$ cat src/rtl/l1_mem_arbiter_if.sv
// Bus bundle between l1_mem_arbiter and its neighbours: both L1 caches and the MMU line port.
// master = arbiter view; slave = caches/MMU view.
interface l1_mem_arbiter_if #(
   parameter int ADDR_W = 32,
   parameter int LINE_W = 256
);
   logic              i_req_read;
   logic [ADDR_W-1:0] i_req_addr;
   logic              i_read_done;
   logic [LINE_W-1:0] i_read_data;

   logic              d_req_read;
   logic              d_req_write;
   logic [ADDR_W-1:0] d_req_addr;
   logic [LINE_W-1:0] d_write_data;
   logic              d_read_done;
   logic              d_write_done;
   logic [LINE_W-1:0] d_read_data;

   logic              arb_mmu_req_read;
   logic              arb_mmu_req_write;
   logic [ADDR_W-1:0] arb_mmu_req_addr;
   logic [LINE_W-1:0] arb_mmu_write_data;
   logic              mmu_arb_read_done;
   logic              mmu_arb_write_done;
   logic [LINE_W-1:0] mmu_arb_read_data;

   logic              arb_busy;
   logic [1:0]        arb_grant;

   modport master (
      input  i_req_read, i_req_addr,
      output i_read_done, i_read_data,
      input  d_req_read, d_req_write, d_req_addr, d_write_data,
      output d_read_done, d_write_done, d_read_data,
      output arb_mmu_req_read, arb_mmu_req_write, arb_mmu_req_addr, arb_mmu_write_data,
      input  mmu_arb_read_done, mmu_arb_write_done, mmu_arb_read_data,
      output arb_busy, arb_grant
   );

   modport slave (
      output i_req_read, i_req_addr,
      input  i_read_done, i_read_data,
      output d_req_read, d_req_write, d_req_addr, d_write_data,
      input  d_read_done, d_write_done, d_read_data,
      input  arb_mmu_req_read, arb_mmu_req_write, arb_mmu_req_addr, arb_mmu_write_data,
      output mmu_arb_read_done, mmu_arb_write_done, mmu_arb_read_data,
      input  arb_busy, arb_grant
   );
endinterface

$ cat src/rtl/l1_mem_arbiter.sv
// Arbitrates the single MMU line port between L1 I-cache (read) and L1 D-cache (read/write).
// Optional ARB_ROUND_ROBIN_EN: round-robin on I/D ties; otherwise D-cache wins ties.
module l1_mem_arbiter #(
   parameter int ADDR_W = 32,
   parameter int LINE_W = 256
) (
   input  logic             sys_clk,
   input  logic             rst,
   l1_mem_arbiter_if.master bus
);
   typedef enum logic [1:0] {IDLE, BUSY, RESP, HOLD} state_t;

   state_t            state_q, state_d;
   logic              rd_q, rd_d, wr_q, wr_d;
   logic [ADDR_W-1:0] addr_q, addr_d;
   logic [LINE_W-1:0] wdata_q, wdata_d;
   logic [1:0]        grant_q, grant_d;
   logic              busy_q, busy_d;
   logic              i_done_q, i_done_d, d_rdone_q, d_rdone_d, d_wdone_q, d_wdone_d;
   logic [LINE_W-1:0] i_rdata_q, i_rdata_d, d_rdata_q, d_rdata_d;
   logic              i_any, d_any, pick_d, mmu_done;

   assign i_any    = bus.i_req_read;
   assign d_any    = bus.d_req_read | bus.d_req_write;
   assign mmu_done = (rd_q & bus.mmu_arb_read_done) | (wr_q & bus.mmu_arb_write_done);

`ifdef ARB_ROUND_ROBIN_EN
   logic last_d_q, last_d_d;
   assign pick_d = d_any & (~i_any | ~last_d_q);
`else
   assign pick_d = d_any;
`endif

   always_comb begin
      state_d   = state_q;
      rd_d      = rd_q;
      wr_d      = wr_q;
      addr_d    = addr_q;
      wdata_d   = wdata_q;
      grant_d   = grant_q;
      i_done_d  = 1'b0;
      d_rdone_d = 1'b0;
      d_wdone_d = 1'b0;
      i_rdata_d = i_rdata_q;
      d_rdata_d = d_rdata_q;
`ifdef ARB_ROUND_ROBIN_EN
      last_d_d  = last_d_q;
`endif
      case (state_q)
         IDLE: begin
            if (i_any | d_any) begin
               state_d = BUSY;
               if (pick_d) begin
                  // write-back goes ahead of refill; the read stays pending on the held request
                  grant_d = 2'b10;
                  wr_d    = bus.d_req_write;
                  rd_d    = ~bus.d_req_write;
                  addr_d  = bus.d_req_addr;
                  wdata_d = bus.d_req_write ? bus.d_write_data : '0;
               end else begin
                  grant_d = 2'b01;
                  wr_d    = 1'b0;
                  rd_d    = 1'b1;
                  addr_d  = bus.i_req_addr;
                  wdata_d = '0;
               end
`ifdef ARB_ROUND_ROBIN_EN
               last_d_d = pick_d;
`endif
            end
         end
         BUSY: begin
            if (mmu_done) begin
               state_d = RESP;
               rd_d    = 1'b0;
               wr_d    = 1'b0;
               if (grant_q[1]) begin
                  d_rdone_d = rd_q;
                  d_wdone_d = wr_q;
                  if (rd_q) d_rdata_d = bus.mmu_arb_read_data;
               end else begin
                  i_done_d  = 1'b1;
                  i_rdata_d = bus.mmu_arb_read_data;
               end
            end
         end
         RESP:    state_d = HOLD;
         HOLD: begin
            state_d = IDLE;
            grant_d = '0;
         end
         default: state_d = IDLE;
      endcase
      busy_d = (state_d != IDLE);
   end

   always_ff @(posedge sys_clk) begin
      if (rst) begin
         state_q   <= IDLE;
         rd_q      <= 1'b0;
         wr_q      <= 1'b0;
         addr_q    <= '0;
         wdata_q   <= '0;
         grant_q   <= '0;
         busy_q    <= 1'b0;
         i_done_q  <= 1'b0;
         d_rdone_q <= 1'b0;
         d_wdone_q <= 1'b0;
         i_rdata_q <= '0;
         d_rdata_q <= '0;
`ifdef ARB_ROUND_ROBIN_EN
         last_d_q  <= 1'b0;
`endif
      end else begin
         state_q   <= state_d;
         rd_q      <= rd_d;
         wr_q      <= wr_d;
         addr_q    <= addr_d;
         wdata_q   <= wdata_d;
         grant_q   <= grant_d;
         busy_q    <= busy_d;
         i_done_q  <= i_done_d;
         d_rdone_q <= d_rdone_d;
         d_wdone_q <= d_wdone_d;
         i_rdata_q <= i_rdata_d;
         d_rdata_q <= d_rdata_d;
`ifdef ARB_ROUND_ROBIN_EN
         last_d_q  <= last_d_d;
`endif
      end
   end

   assign bus.arb_mmu_req_read   = rd_q;
   assign bus.arb_mmu_req_write  = wr_q;
   assign bus.arb_mmu_req_addr   = addr_q;
   assign bus.arb_mmu_write_data = wdata_q;
   assign bus.arb_busy           = busy_q;
   assign bus.arb_grant          = grant_q;
   assign bus.i_read_done        = i_done_q;
   assign bus.i_read_data        = i_rdata_q;
   assign bus.d_read_done        = d_rdone_q;
   assign bus.d_write_done       = d_wdone_q;
   assign bus.d_read_data        = d_rdata_q;
endmodule

$ cat src/flat_wrapper.sv
// flat-port wrapper written by rule: the top's interface ports become plain ports
module l1_mem_arbiter_flat 
#(
   parameter int ADDR_W = 32,
   parameter int LINE_W = 256
)
  (sys_clk, rst, bus_i_req_read, bus_i_req_addr, bus_i_read_done, bus_i_read_data, bus_d_req_read, bus_d_req_write, bus_d_req_addr, bus_d_write_data, bus_d_read_done, bus_d_write_done, bus_d_read_data, bus_arb_mmu_req_read, bus_arb_mmu_req_write, bus_arb_mmu_req_addr, bus_arb_mmu_write_data, bus_mmu_arb_read_done, bus_mmu_arb_write_done, bus_mmu_arb_read_data, bus_arb_busy, bus_arb_grant);
  l1_mem_arbiter_if #(.ADDR_W(ADDR_W), .LINE_W(LINE_W)) bus_i ();
  input  logic sys_clk;
  input  logic rst;
  input wire logic [$bits(bus_i.i_req_read)-1:0] bus_i_req_read;
  input wire logic [$bits(bus_i.i_req_addr)-1:0] bus_i_req_addr;
  output wire logic [$bits(bus_i.i_read_done)-1:0] bus_i_read_done;
  output wire logic [$bits(bus_i.i_read_data)-1:0] bus_i_read_data;
  input wire logic [$bits(bus_i.d_req_read)-1:0] bus_d_req_read;
  input wire logic [$bits(bus_i.d_req_write)-1:0] bus_d_req_write;
  input wire logic [$bits(bus_i.d_req_addr)-1:0] bus_d_req_addr;
  input wire logic [$bits(bus_i.d_write_data)-1:0] bus_d_write_data;
  output wire logic [$bits(bus_i.d_read_done)-1:0] bus_d_read_done;
  output wire logic [$bits(bus_i.d_write_done)-1:0] bus_d_write_done;
  output wire logic [$bits(bus_i.d_read_data)-1:0] bus_d_read_data;
  output wire logic [$bits(bus_i.arb_mmu_req_read)-1:0] bus_arb_mmu_req_read;
  output wire logic [$bits(bus_i.arb_mmu_req_write)-1:0] bus_arb_mmu_req_write;
  output wire logic [$bits(bus_i.arb_mmu_req_addr)-1:0] bus_arb_mmu_req_addr;
  output wire logic [$bits(bus_i.arb_mmu_write_data)-1:0] bus_arb_mmu_write_data;
  input wire logic [$bits(bus_i.mmu_arb_read_done)-1:0] bus_mmu_arb_read_done;
  input wire logic [$bits(bus_i.mmu_arb_write_done)-1:0] bus_mmu_arb_write_done;
  input wire logic [$bits(bus_i.mmu_arb_read_data)-1:0] bus_mmu_arb_read_data;
  output wire logic [$bits(bus_i.arb_busy)-1:0] bus_arb_busy;
  output wire logic [$bits(bus_i.arb_grant)-1:0] bus_arb_grant;
  assign bus_i.i_req_read = bus_i_req_read;
  assign bus_i.i_req_addr = bus_i_req_addr;
  assign bus_i_read_done = bus_i.i_read_done;
  assign bus_i_read_data = bus_i.i_read_data;
  assign bus_i.d_req_read = bus_d_req_read;
  assign bus_i.d_req_write = bus_d_req_write;
  assign bus_i.d_req_addr = bus_d_req_addr;
  assign bus_i.d_write_data = bus_d_write_data;
  assign bus_d_read_done = bus_i.d_read_done;
  assign bus_d_write_done = bus_i.d_write_done;
  assign bus_d_read_data = bus_i.d_read_data;
  assign bus_arb_mmu_req_read = bus_i.arb_mmu_req_read;
  assign bus_arb_mmu_req_write = bus_i.arb_mmu_req_write;
  assign bus_arb_mmu_req_addr = bus_i.arb_mmu_req_addr;
  assign bus_arb_mmu_write_data = bus_i.arb_mmu_write_data;
  assign bus_i.mmu_arb_read_done = bus_mmu_arb_read_done;
  assign bus_i.mmu_arb_write_done = bus_mmu_arb_write_done;
  assign bus_i.mmu_arb_read_data = bus_mmu_arb_read_data;
  assign bus_arb_busy = bus_i.arb_busy;
  assign bus_arb_grant = bus_i.arb_grant;
  l1_mem_arbiter #(.ADDR_W(ADDR_W), .LINE_W(LINE_W)) u_core (.sys_clk(sys_clk), .rst(rst), .bus(bus_i));
endmodule
$ cat config.mk
export PLATFORM = sky130hd
export DESIGN_NAME = l1_mem_arbiter_flat
export DESIGN_NICKNAME = d
export VERILOG_FILES = /design/src/rtl/l1_mem_arbiter_if.sv /design/src/rtl/l1_mem_arbiter.sv /design/src/flat_wrapper.sv
export SDC_FILE = /design/constraint.sdc
export NUM_CORES = 2
export LEC_CHECK = 0
export CAP_MARGIN = 20
export CORE_AREA = 4 4 542 544
export CTS_CLUSTER_SIZE = 30
export DETAILED_ROUTE_END_ITERATION = 8
export DIE_AREA = 0 0 546 548
export PLACE_DENSITY = 0.3
export SLEW_MARGIN = 20
export SYNTH_ARGS = -nofsm -noshare
export SYNTH_HDL_FRONTEND = slang
export SYNTH_SLANG_ARGS = --single-unit
export TNS_END_PERCENT = 30
$ cat constraint.sdc
create_clock -name sys_clk -period 1.8 [get_ports sys_clk]
set_input_delay 0.54 -clock sys_clk [delete_from_list [all_inputs] [get_ports sys_clk]]
set_output_delay 0.54 -clock sys_clk [all_outputs]
set_load 0.03 [all_outputs]
==> out/metrics.yaml <==
outcome:
  status: "complete, but fails checks"
  violations: "setup timing"
sta:
  fmax_mhz: 505
  fin_crit_ns: 1.98
  fin_tns_setup_ns: -31.67
  worst_clock_skew_ns: 0.0685
  slew_headroom_pct: 67.5
  finalHoldViolations: 0
  setup_slack_ns: -0.181
  setup_viol: 748
  rsz0062_at_grt: "true"
  tightest_slew_ns: 0.488
  fin_crit_sh_pct: 110
  finalMaxSlewViolations: 0
placed_design:
  hpwl_um: 160000
  pre_cts_ws_ns: -0.958
  postPlaceCellArea_mm2: 0.0523
  globalplace.congestion: 0.766
  port_buffers: 1390
global_route:
  grt_pass1_vias: 31600
  track_usage_pct: 12.8
  antenna_found_initial: 54
  grt_start_max_net_pins: 84
  gr-total-overflow: 0
  grt_first_pass_wirelength_um: 272000
cts:
  cts_tree: "built"
  cts_buffers: 115
  clk_latency_ns: 0.84
  cts_root_buf: "clkbuf_16"
  clk_pin_slew_ns: 0.06
  h-tree-depth: 3
  clk_path_buf_depth: 4
  cts.sinks: 810
yosys:
  synth_nets: 3925
  netlist_area_mm2: 0.0324
  ys_seq_elements: 810
  syn_area_per_cell_um2: 9.70
  ys_warn_count: 0
  synth_cell_types: 28
  syn_inst: 3342
  ys_seq_area_share_pct: 50.0
critical_path:
  cpPeakStageDelay_ns: 0.32
  worstPathMaxFanout: 3
  crit_slowest_cell: "dfxtp_2"
  critPathKind: "flop to primary output"
  worstSetupStartpointType: "flop"
  crit_buf_inv: 2
  critPathRequiredTime_ns: 1.26
  endpoint_kind: "primary output"
  path_cells: "buf_6 > buf_12"
  arrival_ns: 1.44
  crit_family: "flip-flops"
pwr:
  p_leak_uw: 0.0233
  netSwitchingPower_uw: 14500
  pwr-share-comb_pct: 16.5
  power.share.switching_pct: 28.4
  cell_internal_pwr_uw: 36600
  p_clk_share_pct: 46.1
  power_frac_seq_pct: 37.4
  peakVddDrop_mv: 0.747
  power.density_mw_per_mm2: 865
job:
  drv_cap: 0
drt:
  vias: 30500
  first_iter_violations: 1399
  ant_nets: 0
  drc: 0
  firstDrtPassIters: 7
  wl_per_cell_um: 23.2
  wl_um: 203000
  vias_per_cell: 3.49
layout:
  fill_cells: 31800
  fin_nets: 5427
  area_growth_pct: 82.2
  drive_above_1_share_pct: 39.8
  design_area_mm2: 0.0591
floorplanning:
  fp.dieArea_mm2: 0.299
  die_w_um: 546
  rows: 198
  dieHeight_um: 548
  coreArea_mm2: 0.290
  ioPinCount: 1391
  start_util_pct: 11.2
worst_hold_path:
  hold_class: "input pin to flop"
[sequential cells by signal, summed over array words and instances (netlist names), 2 cells and up]
register / cells
u_core.bus.arb_mmu_req_addr: 32
u_core.bus.arb_grant: 2
u_core.bus.arb_mmu_write_data: 256
u_core.bus.d_read_data: 256
u_core.bus.i_read_data: 256
u_core.state_q: 2
[through the flow]
step	std cells	power [µW]	utilization [%]	hold slack (ns)
floorplan	3342	22800	-	0.547
global placement	8433	27800	18.1	0.454
detailed placement	8433	27700	18.1	0.459
CTS	8679	52300	19.9	0.0308
global route	8732	53400	20.4	0.0674
finish	8737	51100	20.4	0.142
[final timing paths]
path / startpoint / endpoint / slack (ns) / cells after the start
max: u_core.bus.arb_mmu_req_write$_SDFFE_PP0P_ / bus_arb_mmu_req_write / -0.18 / 2
min: bus_d_req_write / u_core.bus.arb_mmu_write_data[245]$_SDFFE_PP0P_ / 0.14 / 4
max reg2reg: u_core.bus.arb_mmu_req_read$_SDFFE_PP0P_ / u_core.bus.d_read_data[152]$_SDFFE_PP0P_ / -0.10 / 7
min reg2reg: u_core.bus.d_read_data[145]$_SDFFE_PP0P_ / u_core.bus.d_read_data[145]$_SDFFE_PP0P_ / 0.47 / 2
[placed cells by master (no fill, tap or decap), drive strengths merged, types with 7 or more instances in the layout]
| master | instances |
|---|---|
| buf | 1114 |
| dfxtp | 810 |
| nand2b | 771 |
| clkdlybuf4s50 | 580 |
| mux2i | 512 |
| nand3 | 320 |
| o21ai | 289 |
| a21oi | 264 |
| clkbuf | 163 |
| a31oi | 33 |
| clkinv | 30 |
| bufinv | 9 |
| nand2 | 7 |
[kinds of logic after synthesis]
family          count (synthesis)  synth area share [%]
simple gates                 1109                  20.1
flops                         810                  50.0
compound gates                596                  9.44
mux                           512                  15.8
buf+inv                       315                  4.63
[cell usage after synthesis]
cell type / count / area [µm²]
dfxtp_1: 810 / 16200
nand2b_1: 771 / 4820
mux2i_1: 512 / 5120
nand3_1: 320 / 1600
o21ai_0: 289 / 1450
a21oi_1: 264 / 1320
clkbuf_1: 248 / 931
buf_6: 34 / 383
a31oi_1: 33 / 206
buf_2: 20 / 100
buf_4: 10 / 75.1
nand2_1: 7 / 26.3
a211o_1: 4 / 35.0
nor3_1: 4 / 20.0
inv_1: 2 / 7.51
o221ai_1: 2 / 17.5
a211oi_1: 1 / 7.51
a211oi_2: 1 / 12.5
a21o_1: 1 / 7.51
buf_1: 1 / 3.75
nand4_1: 1 / 6.26
nor2_1: 1 / 3.75
nor3_2: 1 / 10.0
nor4_2: 1 / 12.5
o211ai_1: 1 / 7.51
or2_1: 1 / 6.26
or2_2: 1 / 6.26
or3_1: 1 / 6.26
[per-layer routing]
| metal | GRT usage (%) | wire [µm] | vias up |
|---|---|---|---|
| met5 | 0 | 69 | - |
| met4 | 1.99 | 3550 | 14 |
| met3 | 5.65 | 20000 | 246 |
| met2 | 22.5 | 99700 | 1186 |
| met1 | 14.4 | 79400 | 14700 |
| li1 | - | - | 14400 |
[cell type report]
cell class / instances / area [µm²] / share of cell area, %
Timing Repair Buffer: 1698 / 18500 / 31.3
Sequential cell: 810 / 17200 / 29.1
Multi-Input combinational cell: 2217 / 14800 / 25.0
Tap cell: 3800 / 4750 / 8.05
Clock buffer: 159 / 3310 / 5.61
Clock inverter: 45 / 538 / 0.911
Antenna cell: 6 / 15.0 / 0.0254
Inverter: 2 / 7.51 / 0.0127
[worst min-delay path, stage by stage]
cell and delay (ns):
buf_8 0.14, buf_4 0.14, nand3_1 0.05, a21oi_1 0.06
[timing repair]
action                      CTS  global route
hold endpoints to repair      0             0
pin swaps                     0             2
setup endpoints to repair  1210          1237
hold buffers                  0             0
gates resized for setup    3378          1040
cloned                        0             4
setup buffers                42            48
[power by group through the flow]
stage          clock [µW]  sequential (µW)  combinational [µW]
2_1_floorplan           0            20500                2310
3_3_place_gp            0            19400                8380
3_5_place_dp            0            19400                8330
4_1_cts             24800            19100                8420
5_1_grt             25300            19200                8970
6_report            23600            19100                8420
Power figures use the tool's default switching activity.
